[src/rtl/pipe_pkg.sv]
// Shared types and helpers for the pipeline hazard/forwarding unit.
// Tracking entries store rd zero-extended to MaxRaw bits so the struct stays fixed-width.
package pipe_pkg;

  localparam int unsigned MaxRaw     = 8;
  localparam int unsigned FWD_SRC_RF = 0;

  typedef struct packed {
    logic              valid;
    logic [MaxRaw-1:0] rd;
    logic              is_load;
  } hz_entry_t;

  function automatic int unsigned sel_width(input int unsigned nstages);
    return $clog2(nstages + 1);
  endfunction

endpackage

[src/rtl/sat_counter.sv]
// Saturating up-counter: increments on clk when inc_i is set, sticks at all-ones.
module sat_counter #(
  parameter int unsigned CNTW = 32
) (
  input  logic            clk,
  input  logic            rst,
  input  logic            inc_i,
  output logic [CNTW-1:0] cnt_o
);

  logic [CNTW-1:0] cnt_q, cnt_d;

  always_comb begin
    cnt_d = cnt_q;
    if (inc_i && (cnt_q != '1)) begin
      cnt_d = cnt_q + CNTW'(1);
    end
  end

  always_ff @(posedge clk or negedge rst) begin
    if (!rst) begin
      cnt_q <= '0;
    end else begin
      cnt_q <= cnt_d;
    end
  end

  assign cnt_o = cnt_q;

endmodule

[src/rtl/pipe_hazard_unit.sv]
// Hazard detection and forwarding control: tracks in-flight destination registers
// and drives stall/flush plus per-operand forwarding selects for the EX operand muxes.
module pipe_hazard_unit
  import pipe_pkg::*;
#(
  parameter int unsigned NSTAGES = 3,
  parameter int unsigned RAW     = 5,
  parameter bit          FWD_EN  = 1'b1,
  parameter int unsigned CNTW    = 32,
  localparam int unsigned SELW   = sel_width(NSTAGES)
) (
  input  logic               clk,
  input  logic               rst,
  input  logic               d_valid_i,
  input  logic [RAW-1:0]     d_rs1_i,
  input  logic [RAW-1:0]     d_rs2_i,
  input  logic               d_uses_rs1_i,
  input  logic               d_uses_rs2_i,
  input  logic [RAW-1:0]     d_rd_i,
  input  logic               d_regwr_i,
  input  logic               d_is_load_i,
  input  logic               redirect_i,
  output logic               stall_o,
  output logic               flush_o,
  output logic [SELW-1:0]    fwd_rs1_sel_o,
  output logic [SELW-1:0]    fwd_rs2_sel_o,
  output logic [NSTAGES-1:0] stage_valid_o,
  output logic [CNTW-1:0]    stall_cnt_o,
  output logic [CNTW-1:0]    flush_cnt_o
);

  hz_entry_t stage_q [NSTAGES];
  hz_entry_t stage_d [NSTAGES];

  logic [MaxRaw-1:0] rs1_w, rs2_w, rd_w;
  logic              rs1_hit, rs2_hit;
  logic [SELW-1:0]   rs1_idx, rs2_idx;
  logic              hazard, issue;

  assign rs1_w = MaxRaw'(d_rs1_i);
  assign rs2_w = MaxRaw'(d_rs2_i);
  assign rd_w  = MaxRaw'(d_rd_i);

  function automatic logic entry_hit(hz_entry_t e, logic uses, logic [MaxRaw-1:0] rs);
    return uses && (rs != '0) && e.valid && (e.rd == rs);
  endfunction

  // Scan oldest to youngest so the youngest matching stage overwrites the result.
  always_comb begin
    rs1_hit = 1'b0;
    rs2_hit = 1'b0;
    rs1_idx = '0;
    rs2_idx = '0;
    for (int k = int'(NSTAGES) - 1; k >= 0; k--) begin
      if (entry_hit(stage_q[k], d_uses_rs1_i, rs1_w)) begin
        rs1_hit = 1'b1;
        rs1_idx = SELW'(k);
      end
      if (entry_hit(stage_q[k], d_uses_rs2_i, rs2_w)) begin
        rs2_hit = 1'b1;
        rs2_idx = SELW'(k);
      end
    end
  end

  // Without forwarding, a WB-stage producer is covered by regfile write-before-read.
  always_comb begin
    if (FWD_EN) begin
      hazard = stage_q[0].is_load &&
               ((rs1_hit && (rs1_idx == '0)) || (rs2_hit && (rs2_idx == '0)));
    end else begin
      hazard = (rs1_hit && (rs1_idx <= SELW'(NSTAGES - 2))) ||
               (rs2_hit && (rs2_idx <= SELW'(NSTAGES - 2)));
    end
  end

  always_comb begin
    stall_o       = d_valid_i && hazard && !redirect_i;
    flush_o       = redirect_i && rst;
    issue         = d_valid_i && !stall_o && !redirect_i;
    fwd_rs1_sel_o = (FWD_EN && !stall_o && rs1_hit) ? rs1_idx + SELW'(1) : SELW'(FWD_SRC_RF);
    fwd_rs2_sel_o = (FWD_EN && !stall_o && rs2_hit) ? rs2_idx + SELW'(1) : SELW'(FWD_SRC_RF);
  end

  always_comb begin
    stage_d[0] = '0;
    if (issue && d_regwr_i && (d_rd_i != '0)) begin
      stage_d[0] = '{valid: 1'b1, rd: rd_w, is_load: d_is_load_i};
    end
    for (int k = 1; k < int'(NSTAGES); k++) begin
      stage_d[k] = stage_q[k-1];
    end
  end

  always_ff @(posedge clk or negedge rst) begin
    if (!rst) begin
      for (int k = 0; k < int'(NSTAGES); k++) begin
        stage_q[k] <= '0;
      end
    end else begin
      for (int k = 0; k < int'(NSTAGES); k++) begin
        stage_q[k] <= stage_d[k];
      end
    end
  end

  always_comb begin
    stage_valid_o = '0;
    for (int k = 0; k < int'(NSTAGES); k++) begin
      stage_valid_o[k] = stage_q[k].valid;
    end
  end

  sat_counter #(
    .CNTW (CNTW)
  ) u_stall_cnt (
    .clk   (clk),
    .rst   (rst),
    .inc_i (stall_o),
    .cnt_o (stall_cnt_o)
  );

  sat_counter #(
    .CNTW (CNTW)
  ) u_flush_cnt (
    .clk   (clk),
    .rst   (rst),
    .inc_i (flush_o),
    .cnt_o (flush_cnt_o)
  );

endmodule

[config.mk]
export PLATFORM = sky130hd
export DESIGN_NAME = pipe_hazard_unit
export DESIGN_NICKNAME = d
export VERILOG_FILES = /design/src/rtl/pipe_pkg.sv /design/src/rtl/sat_counter.sv /design/src/rtl/pipe_hazard_unit.sv
export SDC_FILE = /design/constraint.sdc
export NUM_CORES = 1
export LEC_CHECK = 0
export ABC_AREA = 1
export BUFFER_PORTS_ARGS = -buffer_cell sky130_fd_sc_hd__buf_2
export CORE_MARGIN = 2
export CORE_UTILIZATION = 51
export DETAILED_ROUTE_END_ITERATION = 8
export GPL_ROUTABILITY_DRIVEN = 0
export PLACE_DENSITY_LB_ADDON = 0.05
export REMOVE_ABC_BUFFERS = 1
export SLEW_MARGIN = 0
export SYNTH_ARGS = -nofsm -noshare
export SYNTH_HDL_FRONTEND = slang
export SYNTH_HIERARCHICAL = 1
export SYNTH_SLANG_ARGS = --single-unit
export TNS_END_PERCENT = 100
[constraint.sdc]
create_clock -name clk -period 2.47 [get_ports clk]
set_input_delay 0.494 -clock clk [delete_from_list [all_inputs] [get_ports clk]]
set_output_delay 0.494 -clock clk [all_outputs]
set_load 0.01 [all_outputs]
==> results.sh <==
export IMPL_status="finished with violations"
export IMPL_failed_checks="negative setup slack"
export IMPL_slowest_stage="dfrtp_2"
export IMPL_synth_edf_count=0
export IMPL_holdCritPathClass="in2async"
export IMPL_fin_hold_ws_ps=245
export IMPL_post_route_min_period_ps=2650
export IMPL_portBuffers=95
export IMPL_synthToLayoutAreaGrowth_pct=18.3
export IMPL_overflow=0
export IMPL_ys_seq_area_share_pct=36.5
export IMPL_yosysTopAreaCell="dfrtp_1"
export IMPL_cts_sinks=83
export IMPL_crit_family="simple AND/OR/NAND/NOR gates"
export IMPL_setup_viol=8
export IMPL_grt_pass1_vias=5400
export IMPL_async_flop_share_pct=100
export IMPL_yosysUniqueCellTypes=27
export IMPL_cts_max_level=3
export IMPL_clockBufferDepth=2
export IMPL_first_pass_iters=6
export IMPL_slew_headroom_pct=59.4
export IMPL_dieWidth_um=110
export IMPL_std_cell_rows=38
export IMPL_grt_pass1_wl_mm=24.5
export IMPL_drt_iter0_drc=425
export IMPL_syn_avg_cell_area_sq_um=6.54
export IMPL_dp_cells=1109
export IMPL_layout_cells_non_filler=1133
export IMPL_peakVddDrop_mv=0.355
export IMPL_fin_nets=1015
export IMPL_skew_ps=5.41
export IMPL_wl_per_cell_um=13.4
export IMPL_cp_start_kind="register"
export IMPL_ios=96
export IMPL_hold_violations=0
export IMPL_power_leakage_nw=3.36
export IMPL_worstReg2RegStart="stage_d[13]"
export IMPL_synth_top_cell_area_share_pct=36.5
export IMPL_die_h_um=110
export IMPL_routed_via_density=5.16
export IMPL_drv_cap=0
export IMPL_clkTransAtPathRegs_ps=80
export IMPL_dp_hpwl_mm=11.3
export IMPL_cp_slowest_stage_delay_ps=460
export IMPL_reg2reg_slack_ps=-20
export IMPL_critPathKind="reg2out"
export IMPL_synth_area_top_cells="dfrtp_1 (37%), nand2_1 (23%), nor2_1 (8.7%)"
export IMPL_setup_slack_ps=-180
export IMPL_max_freq_mhz=377
export IMPL_grt_antenna_before_repair=0
export IMPL_ant_nets=0
export IMPL_yosys_warnings=6
export IMPL_die_area_sq_mm=0.0120
export IMPL_maxSlewViolCount=0
export IMPL_numCtsBuffers=9
export IMPL_netlist_area_sq_mm=0.00569
export IMPL_start_util_pct=52.4
export IMPL_cp_end_kind="primary output"
export IMPL_path_max_fanout=5
export IMPL_drive_above_1_share_pct=21.0
export IMPL_grt_max_degree=44
export IMPL_p_total_mw=2.93
export IMPL_diodes=0
export IMPL_worst_pin_slew_ps=608
export IMPL_synth_ff_type="dfrtp_1"
export IMPL_clk_latency_ps=370
export IMPL_yosysMostFrequentCell="nand2_1"
export IMPL_root_buffer="clkbuf_8"
export IMPL_tritoncts="done"
export IMPL_rr_worst_depth=19
export IMPL_drt_total_wl_mm=15.1
export IMPL_synth_common_cells="nand2_1 (346), nor2_1 (132), inv_1 (95)"
export IMPL_vias=5842
export IMPL_fin_crit_sh_pct=107
export IMPL_synth_seq_cells=83
export IMPL_worstPathCellList="a21oi_2, nand2_1, nor2_1, nand3_1, inv_1, nand2_1, ha_2, nand2_2, nand2_2, nand2_4, buf_6, nand2_4, nor2_2, buf_2"
export IMPL_drc=0
export IMPL_power_density_mw_per_mm2=436
export IMPL_worstPathRequired_ps=1980
export IMPL_worstPathArrival_ps=2160
export IMPL_rsz0062_at_grt="true"
export IMPL_r2r_end="u_stall_cnt/cnt_o[27]"
export IMPL_finish_utilization_pct=62.0
export IMPL_grtUsageTotal_pct=26.1
export IMPL_placeableCoreArea_sq_mm=0.0108
export IMPL_cp_num_buf_inv=3
export IMPL_synth_cells=869
[logic make-up (layout without fill, tap and decap cells)]
family,Yosys count,count (layout),synth area share (%)
buffers and inverters,118,242,9.31
adders and majority gates,4,4,0.880
AOI/OAI and AO/OA,21,21,2.07
DFF,83,83,36.5
and+or+nand+nor,622,622,48.0
xor gates and xnor gates,21,21,3.24
[metal layers]
metal	up-vias	wire length [um]	track usage, %
li1	2905	-	-
met1	2700	6650	34.3
met2	202	7190	42.9
met3	35	917	3.56
met4	0	370	11.5
met5	-	0	0
[worst reg2reg max path, cell delays in order (launching register included)]
cell	delay, ps
dfrtp_1	440
inv_1	80
nand2_1	60
nand2_1	50
nor3_1	190
nand2_1	120
nand2_1	110
ha_2	180
nand2_2	50
nand2_2	80
nand2_4	50
inv_1	90
buf_6	110
buf_6	130
nand3_1	110
nor2_1	150
buf_4	170
nand3_1	80
nand2_1	80
nand2_1	50
[final cells by class]
class	instances	area [sq um]
sequential	83	2080
clock buffer	12	145
timing repair buffer	121	688
fill	1050	4120
clock inverter	4	97.6
inverter	105	394
multi-input combinational	668	3150
tap	140	175
[cells in the final DEF (no fill, tap or decap), types with 12 or more instances in the layout]
cell	netlist	routed
buf_2	0	94
buf_4	5	23
dfrtp_1	83	82
inv_1	95	93
inv_2	10	12
nand2_1	346	341
nand2_2	19	23
nand3_1	59	59
nand3b_1	16	16
nand4_1	21	21
nor2_1	132	127
xnor2_1	14	14
[worst max-delay path by stage]
stage	endpoint	depth (start not counted)	start	slack, ps
after floorplan	u_stall_cnt/cnt_o[26]	20	d_rs1_i[3]	-110
after global placement	u_stall_cnt/cnt_o[28]	21	d_rs1_i[3]	-50
after detailed placement	u_stall_cnt/cnt_o[28]	21	d_rs1_i[3]	-170
after CTS	fwd_rs1_sel_o[1]	15	stage_q[3]	-170
after global routing	fwd_rs2_sel_o[1]	14	stage_d[4]	-340
final	fwd_rs1_sel_o[1]	14	stage_d[4]	-180
[timing repair]
action	4_1_cts	5_1_grt
setup buffers	5	3
setup endpoints to repair	5	33
hold buffers	0	0
pin swaps	9	7
gates cloned	0	0
gates resized for setup	9	18
[through the flow]
| step | cell area (sq um) | setup slack, ps | setup TNS (ps) |
|---|---|---|---|
| floorplan | 5550 | -105 | -459 |
| global route | 6720 | -338 | -2780 |
| finish | 6720 | -180 | -861 |
| global placement | 6340 | -49.9 | -241 |
| detailed placement | 6340 | -173 | -1420 |
| CTS | 6640 | -171 | -703 |
[where the power goes]
part / total [mW] / leakage (nW) / switching, mW / internal [mW]
Clock: 1.21 / 0.117 / 0.514 / 0.701
Sequential: 1.45 / 1.15 / 0.0565 / 1.39
Combinational: 0.267 / 2.10 / 0.166 / 0.101
Total: 2.93 / 3.36 / 0.737 / 2.20
[state kept, by name (all words and copies together) (netlist names)]
register and count:
u_flush_cnt/cnt_o 32, stage_q 5, u_stall_cnt/cnt_o 32, stage_valid_o 3, stage_d 11
Power figures use the tool's default switching activity.
